--- src/rtl/hdlc_rx_frame_ctrl.sv ---
// Receive-side HDLC frame controller: flag hunt, zero-bit deletion, abort detection,
// byte assembly and frame delimiting on a per-bit strobed serial input.
module hdlc_rx_frame_ctrl #(
  parameter int unsigned MIN_BYTES = 4,
  parameter int unsigned LEN_W     = 16
) (
  input  logic             Clk,
  input  logic             Rstn,
  input  logic             En,
  input  logic             SRX,
  output logic [7:0]       RxData,
  output logic             RxValid,
  output logic             RxSof,
  output logic             RxEof,
  output logic [LEN_W-1:0] RxLen,
  output logic             RxErr,
  output logic [1:0]       RxErrCode,
  output logic             RxActive
);

  typedef enum logic [1:0] {HUNT, SYNC, FRAME} state_t;

  localparam logic [1:0] ERR_ABORT = 2'd1;
  localparam logic [1:0] ERR_ALIGN = 2'd2;
  localparam logic [1:0] ERR_SHORT = 2'd3;

  state_t           state;
  logic [7:0]       win;
  logic [3:0]       ones;
  logic [7:0]       shift_q;
  logic [2:0]       bit_cnt;
  logic [7:0]       hold_q;
  logic             hold_v;
  logic [LEN_W-1:0] byte_cnt;
  logic             sof_pend;

  logic [7:0]       win_n;
  logic [3:0]       ones_n;
  logic             flag_c;
  logic             abort_c;
  logic             data_c;
  logic [7:0]       byte_c;
  logic             byte_done_c;
  logic [LEN_W-1:0] byte_cnt_inc;

  // Per-bit classification from the incoming bit and the previous run of ones.
  always_comb begin
    win_n        = {SRX, win[7:1]};
    ones_n       = SRX ? ((ones == 4'd15) ? ones : ones + 4'd1) : 4'd0;
    flag_c       = En && (win_n == 8'h7E);
    abort_c      = En && (ones_n == 4'd7);
    data_c       = En && (ones <= 4'd4);
    byte_c       = {SRX, shift_q[7:1]};
    byte_done_c  = data_c && (bit_cnt == 3'd7);
    byte_cnt_inc = (byte_cnt == {LEN_W{1'b1}}) ? byte_cnt : byte_cnt + LEN_W'(1);
  end

  always_ff @(posedge Clk or negedge Rstn) begin
    if (!Rstn) begin
      state     <= HUNT;
      win       <= 8'd0;
      ones      <= 4'd0;
      shift_q   <= 8'd0;
      bit_cnt   <= 3'd0;
      hold_q    <= 8'd0;
      hold_v    <= 1'b0;
      byte_cnt  <= '0;
      sof_pend  <= 1'b0;
      RxData    <= 8'd0;
      RxValid   <= 1'b0;
      RxSof     <= 1'b0;
      RxEof     <= 1'b0;
      RxLen     <= '0;
      RxErr     <= 1'b0;
      RxErrCode <= 2'd0;
      RxActive  <= 1'b0;
    end else begin
      RxValid <= 1'b0;
      RxSof   <= 1'b0;
      RxEof   <= 1'b0;
      RxErr   <= 1'b0;
      if (En) begin
        win  <= win_n;
        ones <= ones_n;
        if (data_c && (state != HUNT)) begin
          shift_q <= byte_c;
          bit_cnt <= bit_cnt + 3'd1;
        end
        case (state)
          HUNT: begin
            if (flag_c) begin
              state   <= SYNC;
              bit_cnt <= 3'd0;
              hold_v  <= 1'b0;
            end
          end
          SYNC: begin
            if (abort_c) begin
              state <= HUNT;
            end else if (flag_c) begin
              bit_cnt <= 3'd0;
            end else if (byte_done_c) begin
              state    <= FRAME;
              hold_q   <= byte_c;
              hold_v   <= 1'b1;
              byte_cnt <= LEN_W'(1);
              sof_pend <= 1'b1;
              RxActive <= 1'b1;
            end
          end
          FRAME: begin
            if (abort_c) begin
              state     <= HUNT;
              hold_v    <= 1'b0;
              RxErr     <= 1'b1;
              RxErrCode <= ERR_ABORT;
              RxActive  <= 1'b0;
            end else if (flag_c) begin
              state    <= SYNC;
              bit_cnt  <= 3'd0;
              hold_v   <= 1'b0;
              RxActive <= 1'b0;
              // Aligned close leaves exactly the flag's six leading bits in the assembler.
              if ((bit_cnt == 3'd6) && hold_v) begin
                RxValid <= 1'b1;
                RxData  <= hold_q;
                RxSof   <= sof_pend;
                RxEof   <= 1'b1;
                RxLen   <= byte_cnt;
                if (byte_cnt < LEN_W'(MIN_BYTES)) begin
                  RxErr     <= 1'b1;
                  RxErrCode <= ERR_SHORT;
                end
              end else begin
                RxErr     <= 1'b1;
                RxErrCode <= ERR_ALIGN;
              end
            end else if (byte_done_c) begin
              hold_q   <= byte_c;
              hold_v   <= 1'b1;
              byte_cnt <= byte_cnt_inc;
              if (hold_v) begin
                RxValid  <= 1'b1;
                RxData   <= hold_q;
                RxSof    <= sof_pend;
                sof_pend <= 1'b0;
              end
            end
          end
          default: state <= HUNT;
        endcase
      end
    end
  end

endmodule

--- config.mk ---
export PLATFORM = sky130hd
export DESIGN_NAME = hdlc_rx_frame_ctrl
export DESIGN_NICKNAME = d
export VERILOG_FILES = /design/src/rtl/hdlc_rx_frame_ctrl.sv
export SDC_FILE = /design/constraint.sdc
export NUM_CORES = 1
export LEC_CHECK = 0
export CAP_MARGIN = 15
export CORE_MARGIN = 3
export CORE_UTILIZATION = 38
export CTS_CLUSTER_DIAMETER = 60
export CTS_CLUSTER_SIZE = 40
export DETAILED_ROUTE_END_ITERATION = 12
export GPL_ROUTABILITY_DRIVEN = 0
export MAX_ROUTING_LAYER = met4
export SLEW_MARGIN = 20
export SYNTH_ARGS = -nofsm -noshare
export SYNTH_HDL_FRONTEND = slang
export SYNTH_SLANG_ARGS = --single-unit
--- constraint.sdc ---
create_clock -name Clk -period 5.9 [get_ports Clk]
set_clock_uncertainty 0.15 [all_clocks]
set_input_delay 0.885 -clock Clk [delete_from_list [all_inputs] [get_ports Clk]]
set_output_delay 0.885 -clock Clk [all_outputs]
set_load 0.01 [all_outputs]
---- Word level (Yosys, flattened, before mapping) ----
Index checks and enable logic that the tools add are counted.
W data, S select, Z words.
storage, ports and cells
  word-level logic and storage cells ...... 139
  input port bits ......................... 4
  bits in registers ....................... 82
  output and inout port bits .............. 31
operators by class
  $lt $le $gt $ge ......................... 2
  reduce and logical (&&, ||, !) cells .... 24
  add/sub/neg operators ................... 3
  equal/unequal tests ..................... 22
  bitwise logic cells ..................... 2
  multiplexer cells ....................... 69
operators by type and width
  kind                     number
  $mux W16                 7
  $mux W1                  38
  $mux W8                  4
  $pmux W16 S2             1
  $mux W2                  9
  $ne A2 B2 Y1 const B     9
  $reduce_and A9 Y1        2
  $add A16 B1 Y16 const B  1
  $eq A16 B16 Y1 const B   1
  $lt A16 B3 Y1 const B    1
  $reduce_and A5 Y1        3
  $reduce_and A6 Y1        2
  $reduce_bool A2 Y1       5
  $mux W3                  3
  $ne A3 B3 Y1 const B     3
  $eq A8 B7 Y1 const B     1
  $mux W4                  2
  $eq A3 B3 Y1 const B     2
  $logic_and A1 B1 Y1      6
  $pmux W2 S3              1
  $pmux W3 S2              1
  $add A4 B1 Y4 const B    1
  $eq A4 B3 Y1 const B     1
  $eq A4 B4 Y1 const B     1
  15 further kinds         17

---- Longest topological paths before layout ----
  word-level depth ........................ 8
  depth in mapped cells ................... 9
  mapped depth without buffers ............ 7

---- Worst setup path before layout ----
No wires, ideal clock.
  path type ............................... input -> register
  start point ............................. input SRX
  end point ............................... register byte_cnt[11]
  required time ........................... 5.672 ns
  buffers on the path ..................... 2
  arrival ................................. 2.524 ns
  setup slack ............................. 3.148 ns
  stages on the path ...................... 7
  library setup time ...................... 0.078 ns
  cells stage by stage .................... buf_4 > and4bb_2 > a21oi_2 > or4b_1 > buf_2 > or4_1 > a21oi_1
between the ends
  word-level cells in the longest chain between the ends .. 5
  elaborated cells on any way between the ends .. 10
  classes of those cells .................. eq/ne: 6; mux: 1; reduce/logical: 3
RTL lines
  item                             line  text
  start: declaration               10    input logic SRX,
  $mux W4                          49    ones_n = SRX ? ((ones == 4'd15) ? ones : ones + 4'd1) : 4'd0;
  $eq A4 B3 Y1                     51    abort_c = En && (ones_n == 4'd7);
  $logic_and A1 B1 Y1              51
  $ne A2 B2 Y1 (no line)           -
  $reduce_and A9 Y1 (no line) (*)  -
  end signal: assignment           141   byte_cnt <= byte_cnt_inc;
  end: declaration                 34    logic [LEN_W-1:0] byte_cnt;
Every way passes the cells marked *; elsewhere a longest branch is shown, timed or not.
A chain may end at the register's enable or synchronous reset.

---- Worst setup path in the final report ----
  start point ............................. input En
  end point ............................... register byte_cnt[4]
between the ends
  word-level cells in the longest chain between the ends .. 4
  elaborated cells on any way between the ends .. 11
  classes of those cells .................. eq/ne: 6; reduce/logical: 5
RTL lines
  item                             line  text
  start: declaration               9     input logic En,
  $logic_and A1 B1 Y1              52    data_c = En && (ones <= 4'd4);
  $logic_and A1 B1 Y1              54    byte_done_c = data_c && (bit_cnt == 3'd7);
  $ne A2 B2 Y1 (no line)           -
  $reduce_and A9 Y1 (no line) (*)  -
Marks and branches as above.

==> results.json <==
{
  "status": "finished clean",
  "synth_area_leader_cell": "dfrtp_1",
  "setup.worst_path.end_class": "flop",
  "arrival_ns": 3.71,
  "h-tree-depth": 3,
  "min_period_over_period": 0.6067,
  "finalHoldViolations": 0,
  "yosysWarningCount": 0,
  "synthArstFlopShare": 1.000,
  "crit_cells": 6,
  "drtAntennaViolNets": 0,
  "wire_per_inst_um": 15.59,
  "synth_cell_types": 52,
  "drive_above_1_share": 0.1978,
  "clock_sinks": 80,
  "drc": 0,
  "dieArea_mm2": 0.01119,
  "vias": 2706,
  "nets": 378,
  "drv_slew": 0,
  "reg2reg_depth": 6,
  "io_buffers": 34,
  "grt_usage": 0.1519,
  "synth.avg_cell_area_um2": 11.43,
  "powerDensity_mw_per_mm2": 247.5,
  "clk_path_buf_depth": 2,
  "cts_setup_buffers": 0,
  "areaGrowthSynthToFinish_pct": 17.82,
  "layout_common_cells": "80 x dfrtp_1, 47 x mux2_2, 33 x clkdlybuf4s50_1, 20 x nand2_1, 20 x a21oi_1",
  "ys_seq_area_frac": 0.5291,
  "grt_max_degree": 81,
  "critPathKind": "in2reg",
  "layout_commonest_cell": "dfrtp_1",
  "power_mw": 1.103,
  "wl_um": 7763,
  "hold_path_class": "in2async",
  "hpwl_um": 5333,
  "cts_tree": "yes",
  "die_w_um": 105.8,
  "cts_resized": 0,
  "required_ns": 6.03,
  "slew-limit-headroom": 0.4403,
  "drtIter0Drc": 124,
  "grt_pass1_vias": 2673,
  "die_h_um": 105.8,
  "crit_chain": "clkdlybuf4s50_1 > nor2b_1 > and3_1 > nand3_1 > or4_1 > a21oi_1",
  "core-area_mm2": 0.009459,
  "cts_buffers": 9,
  "clockRootBuffer": "clkbuf_8",
  "vdd_drop_max_mv": 0.1566,
  "std_cell_rows": 35,
  "setup_tns_ns": 0,
  "crit_family": "simple AND/OR/NAND/NOR gates",
  "synthFlopType": "dfrtp_1",
  "fmax_mhz": 279.4,
  "drv_cap": 0,
  "io_pins": 35,
  "grt_overflow": 0,
  "crit_slowest_cell": "clkdlybuf4s50_1",
  "ctsHoldBuffers": 0,
  "antenna_found_initial": 0,
  "synth_top_area_frac": 0.5291,
  "synth-edff-count": 0,
  "worstPathMaxFanout": 22,
  "setup_violations": 0,
  "clk_pin_slew_ns": 0.08,
  "fin_crit_ns": 3.579,
  "num_antenna_cells": 0,
  "synth.ff_latch_count": 80,
  "start_util": 0.4000,
  "syn_nets": 345,
  "clock_latency_ns": 0.37,
  "synthTopCellsByArea": "dfrtp_1 53%, mux2_2 14%, ha_1 3.3%",
  "synth_area_mm2": 0.003784,
  "synth_cells": 331,
  "tightestPinTransition_ns": 0.8372,
  "via_per_inst": 5.434,
  "grt_pass1_wl_um": 13370,
  "p_leak_nw": 1.989,
  "cp-start-kind": "input port",
  "slowest_delay_ns": 0.96,
  "rsz0062_at_grt": "no",
  "cp.buffers_inverters": 1,
  "drtPass1Iterations": 4
}
state kept, by name, indices dropped and copies added, names as in the netlist, 2 cells and up:
name / cells
RxLen: 16
state: 2
RxData: 8
RxErrCode: 2
hold_q: 8
win: 7
byte_cnt: 16
ones: 4
bit_cnt: 3
shift_q: 7
per-layer routing:
layer,vias up,part of all wire,GRT usage
met5,-,0,-
met4,0,0.016,0.05365
met2,63,0.47,0.2286
met1,1344,0.46,0.1983
met3,17,0.048,0.04103
li1,1282,-,-
Yosys cell counts, types with 6 or more instances:
library cell / n
nand2_1: 20
inv_1: 16
mux2_2: 47
or4_1: 8
nand3_1: 10
dfrtp_1: 80
o21ai_0: 11
a21oi_1: 20
nand4_1: 13
or3_1: 6
ha_1: 10
nor2_1: 17
clkbuf_1: 6
worst reg2reg max path, delay by kind of cell (launching register included):
| family | cells | cell delay, ns |
|---|---|---|
| simple gates | 3 | 1.41 |
| flops | 1 | 0.46 |
| fa+ha+maj | 1 | 0.32 |
| xor+xnor | 1 | 0.20 |
| compound gates | 1 | 0.16 |
kinds of logic after synthesis:
family | count (synthesis) | synth area share
mux | 47 | 0.1399
compound gates | 59 | 0.1025
fa+ha+maj | 10 | 0.03307
flops | 80 | 0.5291
simple gates | 102 | 0.1521
xor+xnor | 3 | 0.008931
buf+inv | 30 | 0.03439
stage by stage:
stage	setup slack, ns	utilization	hold slack [ns]	instance area, um^2	std cells
CTS	2.366	0.4684	0.3641	4431	497
detailed placement	1.986	0.4462	0.3417	4220	481
global route	2.089	0.4713	0.3221	4458	498
floorplan	3.148	-	0.3171	3784	331
finish	2.321	0.4713	0.3053	4458	498
global placement	2.076	0.4462	0.3322	4220	481
final cells by class:
cell class,count,area (um^2)
clock buffers,9,123.9
clock inverters,7,86.33
fillers,902,5001
inverters,16,60.06
multi-input cells,221,1652
flip-flops and latches,80,2002
well taps,129,161.4
repair buffers,36,372.9
power breakdown:
| part | switching, mW | leakage (nW) | internal (mW) | total (mW) |
|---|---|---|---|---|
| Clock | 0.221 | 0.104 | 0.205 | 0.426 |
| Combinational | 0.0454 | 0.787 | 0.0361 | 0.0815 |
| Sequential | 0.0232 | 1.10 | 0.572 | 0.596 |
| Total | 0.290 | 1.99 | 0.813 | 1.10 |
final timing paths:
kind / startpoint / to / slack, ns
max: En / byte_cnt[4] / 2.32
min: Rstn / RxLen[2] / 0.31
max reg2reg: ones[0] / byte_cnt[4] / 3.12
min reg2reg: RxLen[1] / RxLen[1] / 0.36
max in group asynchronous: Rstn / shift_q[4] / 4.72
min in group Clk: RxLen[1] / RxLen[1] / 0.36
Note: power is estimated with default switching activity, not from simulation.
